$ cat config.mk
export PLATFORM = sky130hd
export DESIGN_NAME = eth_decap_flat
export DESIGN_NICKNAME = d
export VERILOG_FILES = /design/src/rtl/eth_decap_if.sv /design/src/rtl/eth_decap.sv /design/src/flat_wrapper.sv
export SDC_FILE = /design/constraint.sdc
export NUM_CORES = 1
export LEC_CHECK = 0
export BUFFER_PORTS_ARGS = -buffer_cell sky130_fd_sc_hd__buf_2
export CORE_ASPECT_RATIO = 2
export CORE_MARGIN = 10
export CORE_UTILIZATION = 40
export DETAILED_ROUTE_END_ITERATION = 8
export PLACE_DENSITY = 0.68
export SYNTH_ARGS = -nofsm -noshare
export SYNTH_HDL_FRONTEND = slang
export SYNTH_SLANG_ARGS = --single-unit
$ cat constraint.sdc
create_clock -name clk156 -period 4.9 [get_ports clk156]
set_input_delay 0.98 -clock clk156 [delete_from_list [all_inputs] [get_ports clk156]]
set_output_delay 0.98 -clock clk156 [all_outputs]
set_load 0.01 [all_outputs]
$ cat src/rtl/eth_decap_if.sv
// ---------------------------------------------------------------------------
// eth_decap_if
// Bundles the MAC RX stream (no back-pressure) and the FIFO write port seen by
// the Ethernet tunnel decapsulator.
//   s_axis_tvalid/tdata/tkeep/tlast/tuser : RX beat, wire byte n in [8n+7:8n],
//                                           tuser = good frame, valid on tlast
//   wr_en / din[73:0]                     : FIFO write, din = {err,last,keep,data}
//   full                                  : FIFO cannot take a word this cycle
// master = environment (MAC + FIFO), slave = eth_decap.
// ---------------------------------------------------------------------------
interface eth_decap_if;
    logic        s_axis_tvalid;
    logic [63:0] s_axis_tdata;
    logic [7:0]  s_axis_tkeep;
    logic        s_axis_tlast;
    logic        s_axis_tuser;
    logic        wr_en;
    logic [73:0] din;
    logic        full;

    modport master (
        output s_axis_tvalid, s_axis_tdata, s_axis_tkeep, s_axis_tlast, s_axis_tuser,
        output full,
        input  wr_en, din
    );

    modport slave (
        input  s_axis_tvalid, s_axis_tdata, s_axis_tkeep, s_axis_tlast, s_axis_tuser,
        input  full,
        output wr_en, din
    );
endinterface

$ cat src/rtl/eth_decap.sv
// ---------------------------------------------------------------------------
// eth_decap
// Strips the two-word Ethernet tunnel header (dst/src MAC, EtherType,
// sequence) from frames addressed to LOCAL_MAC or broadcast with the tunnel
// EtherType, and forwards the payload words into a FIFO one cycle later.
// Frames that cannot complete because the FIFO filled are closed downstream
// with a single terminator word {err=1,last=1,keep=0,data=0}.
// Ports:
//   clk156        : single clock, rising edge
//   sys_rst       : asynchronous active-high reset, release synchronised here
//   bus           : eth_decap_if.slave (RX stream in, FIFO write out)
//   frames_ok     : frames fully delivered with good status
//   frames_drop   : frames dropped (runt, filtered, overflowed, bad CRC)
//   overflow_cnt  : frames truncated because the FIFO was full
// ---------------------------------------------------------------------------
module eth_decap #(
    parameter logic [47:0] LOCAL_MAC = 48'h00_11_22_33_44_55,
    parameter logic [15:0] ETHERTYPE = 16'h88B5
) (
    input  logic        clk156,
    input  logic        sys_rst,
    eth_decap_if.slave  bus,
    output logic [31:0] frames_ok,
    output logic [31:0] frames_drop,
    output logic [31:0] overflow_cnt
);

    typedef enum logic [1:0] {HDR0, HDR1, PAYLOAD, DROP} state_t;

    localparam logic [73:0] TERM_WORD = {1'b1, 1'b1, 8'h00, 64'h0};

    // Reset: asserts immediately, releases two clk156 edges after sys_rst falls.
    logic [1:0] rst_sync_q;
    logic       rst;

    always_ff @(posedge clk156 or posedge sys_rst) begin
        if (sys_rst) rst_sync_q <= 2'b11;
        else         rst_sync_q <= {rst_sync_q[0], 1'b0};
    end

    assign rst = rst_sync_q[1];

    state_t      state_q, state_d;
    logic        dst_match_q, dst_match_d;
    logic        term_pend_q, term_pend_d;
    logic        wr_en_q, wr_en_d;
    logic [73:0] din_q, din_d;
    logic [31:0] frames_ok_q, frames_ok_d;
    logic [31:0] frames_drop_q, frames_drop_d;
    logic [31:0] overflow_cnt_q, overflow_cnt_d;

    logic beat, tlast, tuser, full;
    assign beat  = bus.s_axis_tvalid;
    assign tlast = bus.s_axis_tlast;
    assign tuser = bus.s_axis_tuser;
    assign full  = bus.full;

    // Destination MAC compare, byte by byte: wire byte n holds MAC byte n,
    // and MAC byte 0 sits in the top octet of LOCAL_MAC.
    logic [5:0] uc_byte_hit;
    logic [5:0] bc_byte_hit;

    generate
        for (genvar gi = 0; gi < 6; gi++) begin : g_dst_byte
            assign uc_byte_hit[gi] = (bus.s_axis_tdata[8*gi +: 8] == LOCAL_MAC[47-8*gi -: 8]);
            assign bc_byte_hit[gi] = &bus.s_axis_tdata[8*gi +: 8];
        end
    endgenerate

    logic dst_hit, type_hit, hdr_accept;
    assign dst_hit    = (&uc_byte_hit) | (&bc_byte_hit);
    // EtherType occupies wire bytes 4 (high octet) and 5 (low octet) of word1.
    assign type_hit   = (bus.s_axis_tdata[39:32] == ETHERTYPE[15:8]) &&
                        (bus.s_axis_tdata[47:40] == ETHERTYPE[7:0]);
    // A pending terminator must go out before any new payload can start.
    assign hdr_accept = dst_match_q && type_hit && !term_pend_q;

    // ---------------- state register ----------------
    always_ff @(posedge clk156 or posedge rst) begin
        if (rst) begin
            state_q        <= HDR0;
            dst_match_q    <= 1'b0;
            term_pend_q    <= 1'b0;
            wr_en_q        <= 1'b0;
            din_q          <= '0;
            frames_ok_q    <= '0;
            frames_drop_q  <= '0;
            overflow_cnt_q <= '0;
        end else begin
            state_q        <= state_d;
            dst_match_q    <= dst_match_d;
            term_pend_q    <= term_pend_d;
            wr_en_q        <= wr_en_d;
            din_q          <= din_d;
            frames_ok_q    <= frames_ok_d;
            frames_drop_q  <= frames_drop_d;
            overflow_cnt_q <= overflow_cnt_d;
        end
    end

    // ---------------- next-state logic ----------------
    always_comb begin
        state_d = state_q;
        if (beat) begin
            case (state_q)
                HDR0:    state_d = tlast ? HDR0 : HDR1;
                HDR1: begin
                    if (tlast)           state_d = HDR0;
                    else if (hdr_accept) state_d = PAYLOAD;
                    else                 state_d = DROP;
                end
                PAYLOAD: begin
                    if (tlast)     state_d = HDR0;
                    else if (full) state_d = DROP;
                    else           state_d = PAYLOAD;
                end
                DROP:    state_d = tlast ? HDR0 : DROP;
                default: state_d = HDR0;
            endcase
        end
    end

    // ---------------- output / datapath logic ----------------
    logic pay_wr, term_wr, ovf_hit, drop_hit, ok_hit;

    always_comb begin
        pay_wr   = (state_q == PAYLOAD) && beat && !full;
        // Terminator only uses a slot the payload path leaves free.
        term_wr  = term_pend_q && !full && !pay_wr;
        ovf_hit  = (state_q == PAYLOAD) && beat && full;
        ok_hit   = pay_wr && tlast && tuser;
        // Each dropped frame is counted at exactly one decision point.
        drop_hit = ((state_q == HDR0) && beat && tlast) ||
                   ((state_q == HDR1) && beat && (tlast || !hdr_accept)) ||
                   ovf_hit ||
                   (pay_wr && tlast && !tuser);

        wr_en_d = pay_wr || term_wr;
        din_d   = din_q;
        if (pay_wr)
            din_d = {~tuser & tlast, tlast, bus.s_axis_tkeep, bus.s_axis_tdata};
        else if (term_wr)
            din_d = TERM_WORD;

        term_pend_d = term_pend_q;
        if (ovf_hit)      term_pend_d = 1'b1;
        else if (term_wr) term_pend_d = 1'b0;

        dst_match_d = dst_match_q;
        if ((state_q == HDR0) && beat) dst_match_d = dst_hit;

        frames_ok_d    = frames_ok_q    + {31'd0, ok_hit};
        frames_drop_d  = frames_drop_q  + {31'd0, drop_hit};
        overflow_cnt_d = overflow_cnt_q + {31'd0, ovf_hit};
    end

    assign bus.wr_en    = wr_en_q;
    assign bus.din      = din_q;
    assign frames_ok    = frames_ok_q;
    assign frames_drop  = frames_drop_q;
    assign overflow_cnt = overflow_cnt_q;

endmodule

$ cat src/flat_wrapper.sv
// flat-port wrapper written by rule: the top's interface ports become plain ports
module eth_decap_flat 
#(
    parameter logic [47:0] LOCAL_MAC = 48'h00_11_22_33_44_55,
    parameter logic [15:0] ETHERTYPE = 16'h88B5
)
  (clk156, sys_rst, frames_ok, frames_drop, overflow_cnt, bus_s_axis_tvalid, bus_s_axis_tdata, bus_s_axis_tkeep, bus_s_axis_tlast, bus_s_axis_tuser, bus_full, bus_wr_en, bus_din);
  eth_decap_if bus_i ();
  input  logic clk156;
  input  logic sys_rst;
  output logic [31:0] frames_ok;
  output logic [31:0] frames_drop;
  output logic [31:0] overflow_cnt;
  input wire logic [$bits(bus_i.s_axis_tvalid)-1:0] bus_s_axis_tvalid;
  input wire logic [$bits(bus_i.s_axis_tdata)-1:0] bus_s_axis_tdata;
  input wire logic [$bits(bus_i.s_axis_tkeep)-1:0] bus_s_axis_tkeep;
  input wire logic [$bits(bus_i.s_axis_tlast)-1:0] bus_s_axis_tlast;
  input wire logic [$bits(bus_i.s_axis_tuser)-1:0] bus_s_axis_tuser;
  input wire logic [$bits(bus_i.full)-1:0] bus_full;
  output wire logic [$bits(bus_i.wr_en)-1:0] bus_wr_en;
  output wire logic [$bits(bus_i.din)-1:0] bus_din;
  assign bus_i.s_axis_tvalid = bus_s_axis_tvalid;
  assign bus_i.s_axis_tdata = bus_s_axis_tdata;
  assign bus_i.s_axis_tkeep = bus_s_axis_tkeep;
  assign bus_i.s_axis_tlast = bus_s_axis_tlast;
  assign bus_i.s_axis_tuser = bus_s_axis_tuser;
  assign bus_i.full = bus_full;
  assign bus_wr_en = bus_i.wr_en;
  assign bus_din = bus_i.din;
  eth_decap #(.LOCAL_MAC(LOCAL_MAC), .ETHERTYPE(ETHERTYPE)) u_core (.clk156(clk156), .sys_rst(sys_rst), .bus(bus_i), .frames_ok(frames_ok), .frames_drop(frames_drop), .overflow_cnt(overflow_cnt));
endmodule
==> reports/qor.json <==
{
  "path_class": "primary input to flip-flop",
  "worst-r2r-cell-count": 8,
  "cts_inserted_buffers": 17,
  "rows": 70,
  "rr_endpoint": "u_core.frames_ok[18]",
  "place_congestion": 0.806,
  "synth_largest_area_cell": "dfrtp_1",
  "finalCritPeriodShare_pct": 74.4,
  "final-max-slew-violation-count": 0,
  "tightest_slew_ns": 1.04,
  "final-hold-violation-count": 0,
  "design.die.area_um2": 24800,
  "synth_area_um2": 7450,
  "io_buffers": 248,
  "num_vias": 5684,
  "fillCellCount": 1646,
  "synthCells": 586,
  "critPathMaxFanout": 11,
  "ys.warnings.count": 0,
  "maxSlewHeadroom_pct": 30.4,
  "crit-reg2reg-launch": "u_core.state_q[0]",
  "via_per_inst": 5.33,
  "n_antenna_cell": 0,
  "clk_path_buf_depth": 2,
  "synth_cell_types": 42,
  "coreArea_um2": 18300,
  "vertical_die_dimension_um": 213,
  "start_util_pct": 40.7,
  "synthesized_netlist_net_count": 670,
  "grt_pass1_vias": 6311,
  "final.min_clock_period_ns": 3.64,
  "pwr-share-seq_pct": 46.9,
  "final_cells": 1067,
  "synth.top_cell.area_share_pct": 58.8,
  "p_leak_nw": 4.83,
  "rsz0062_at_grt": "false",
  "power-per-cell-area_nw_per_um2": 415,
  "grt_start_max_net_pins": 176,
  "root_buf_cell": "clkbuf_16",
  "die_x_um": 117,
  "cts.reportedPaths.clkPinSlew_ns": 0.07,
  "clock_insertion_delay_worst_skew_ns": 0.42,
  "post-route-cell-area_um2": 9470,
  "clkSinkCount": 177,
  "max_clock_freq_ghz": 0.274,
  "wirelength_mm": 21.7,
  "worst_case_hold_path_end_point": "u_core.rst_sync_q[1]",
  "required_ns": 5.21,
  "timing.hold.worst.start": "u_core.rst_sync_q[0]",
  "grtUsageTotal_pct": 17.7,
  "vdd.ir_drop.worst_mv": 0.196,
  "drt.antenna.violating_nets": 0,
  "critical_path.slowest_cell": "nor4_1",
  "power_report.internal_total_mw": 2.83,
  "nets": 922,
  "status": "finished, final reports clean",
  "dpl_cells": 1035,
  "multi_input_comb_area_um2": 2840,
  "synth_seq_area_share_pct": 59.5,
  "drt-initial-drc-count": 302,
  "combPwrFrac_pct": 17.6,
  "hold_path_depth": 0,
  "number_of_antenna_violations_at_the_first_check_in_global_routing": 0,
  "sequential_cell_area_um2": 4430,
  "detailedPlacementHpwl_mm": 16.6,
  "crit_path_arrival_time_ns": 3.95,
  "p_switching_mw": 1.10,
  "placement.cell_area_um2": 8870,
  "cp-start-kind": "primary input",
  "cts_htree_levels": 4,
  "share_clk_of_total_power_pct": 35.6,
  "fin_skew_ns": 0.0120,
  "synth.top_cells.by_area": "dfrtp_1 (59%), xnor2_1 (8.6%), a22o_1 (8.5%)",
  "layout-area-overhead-vs-synth_pct": 27.1,
  "cts.repair.resized": 0,
  "ff2ff_setup_slack_ns": 2.04,
  "setup_tns_ns": 0,
  "1st_pass_router_iterations": 4,
  "worst_setup_path_end_kind": "flip-flop",
  "total_power_mw": 3.93,
  "synth_area_per_cell_um2": 12.7,
  "cts_tree": "done",
  "postCtsSetupRepairBufs": 0,
  "worst_slack_ns": 1.26,
  "layout-drive-gt1-share_pct": 35.1,
  "cts_hold_repair.buffers": 0,
  "maxCapViolations": 0,
  "min-delay-path-class": "flip-flop to flip-flop",
  "path_cells": "buf_2, nor4_1, nand4_1, o31a_1, o311a_1, ha_1, ha_1, and4_1, and3_1, and4_1, xor2_1",
  "post_place_worst_slack_ns": 0.780,
  "first_pass_grt_wire_length_mm": 33.9,
  "report.final.setup_viol": 0,
  "critical_path.max_stage_delay_ns": 0.53,
  "drcViolationCount": 0,
  "post_drt_wl_per_cell_um": 20.3,
  "grt_overflow_total": 0,
  "synth.ff_latch_count": 177,
  "ios": 249,
  "switching_share_pct": 28.0
}
-- sequential cells by signal, summed over array words and instances, names as in the netlist --
signal / cells
u_core.state_q: 2
u_core.dst_match_q: 1
u_core.frames_drop: 32
u_core.overflow_cnt: 32
u_core.rst_sync_q: 2
u_core.bus.wr_en: 1
u_core.term_pend_q: 1
u_core.frames_ok: 32
u_core.bus.din: 74
-- cell type report --
type	instances	area share, %
repair buffers	252	13.6
inverters	10	0.436
multi-input cells	380	30.0
well taps	216	2.85
clock buffers	20	4.72
flip-flops and latches	177	46.8
clock inverters	12	1.68
-- Yosys cell counts (all sizes together) --
| cell | number |
|---|---|
| inv | 10 |
| dfstp | 2 |
| nor4b | 2 |
| a21oi | 6 |
| and2 | 6 |
| nor4 | 20 |
| o311a | 1 |
| or3b | 1 |
| nor3b | 1 |
| o31a | 1 |
| nand2 | 23 |
| conb | 1 |
| a22o | 72 |
| nand4b | 1 |
| and4 | 11 |
| nand3 | 43 |
| o21ai | 1 |
| or3 | 1 |
| a2bb2oi | 2 |
| xor2 | 17 |
| nor2 | 16 |
| o41ai | 1 |
| ha | 6 |
| nor3 | 7 |
| nand4 | 51 |
| xnor2 | 73 |
| or2 | 1 |
| and3 | 10 |
| dfrtp | 175 |
| and3b | 1 |
| buf | 19 |
| nand2b | 3 |
| nand3b | 1 |
-- critical path, delay by kind of cell --
kind                       cells  cell delay (ns)
AOI/OAI and AO/OA              2             0.66
xor gates and xnor gates       1             0.13
adders and majority gates      2             0.43
buffers and inverters          1             0.11
and+or+nand+nor                5             1.63
-- worst max path at each step --
stage                         startpoint                      to  slack [ns]  depth (start not counted)
floorplan           bus_s_axis_tdata[32]  u_core.frames_drop[24]        1.60                         11
global placement    bus_s_axis_tdata[32]  u_core.frames_drop[20]        0.81                         11
detailed placement  bus_s_axis_tdata[32]  u_core.frames_drop[20]        0.78                         11
CTS                 bus_s_axis_tdata[32]  u_core.frames_drop[20]        1.22                         11
global route        bus_s_axis_tdata[32]  u_core.frames_drop[20]        1.11                         11
finish              bus_s_axis_tdata[32]  u_core.frames_drop[20]        1.26                         11
-- cell usage in the layout (no fill, tap or decap), types with 3 or more instances in the layout --
cell,instances
buf_4,3
clkbuf_16,17
bufinv_16,3
and4_1,11
nor4_4,5
buf_2,248
ha_1,6
clkinvlp_4,3
nor3_1,6
and3_1,10
xnor2_1,73
a22o_1,72
dfrtp_1,175
clkinv_4,4
nand4_1,50
nand3_1,42
a21oi_1,6
nor2_1,14
nor4_1,13
nand2_1,23
inv_1,9
nand2b_1,3
xor2_1,17
and2_1,6
-- cells by family after synthesis --
logic type,after synthesis,share of synthesized area [%]
simple gates,199,16.8
flops,177,59.5
xor+xnor,90,10.6
compound gates,84,9.54
buf+inv,29,2.52
fa+ha+maj,6,1.01
other cells,1,0.0503
-- power groups by stage --
stage | logic [mW] | registers, mW | clock network, mW
after global placement | 0.701 | 1.86 | 0
after detailed placement | 0.719 | 1.85 | 0
after CTS | 0.711 | 1.84 | 1.43
final | 0.690 | 1.84 | 1.40
after global routing | 0.759 | 1.87 | 1.50
after floorplan | 0.248 | 1.94 | 0
-- per-stage QoR --
stage	hold slack, ns	utilization [%]
final	0.360	51.7
after global routing	0.361	51.7
after CTS	0.361	51.7
after detailed placement	0.351	48.4
after global placement	0.346	48.4
after floorplan	0.345	-
-- metal layers --
metal	global-route usage [%]	up-vias	share of wire, %
li1	-	2670	-
met1	16.9	2802	34
met2	32.9	196	57
met3	6.60	16	7.9
met4	6.42	0	1.6
met5	0	-	0
Note: power is estimated with default switching activity, not from simulation.
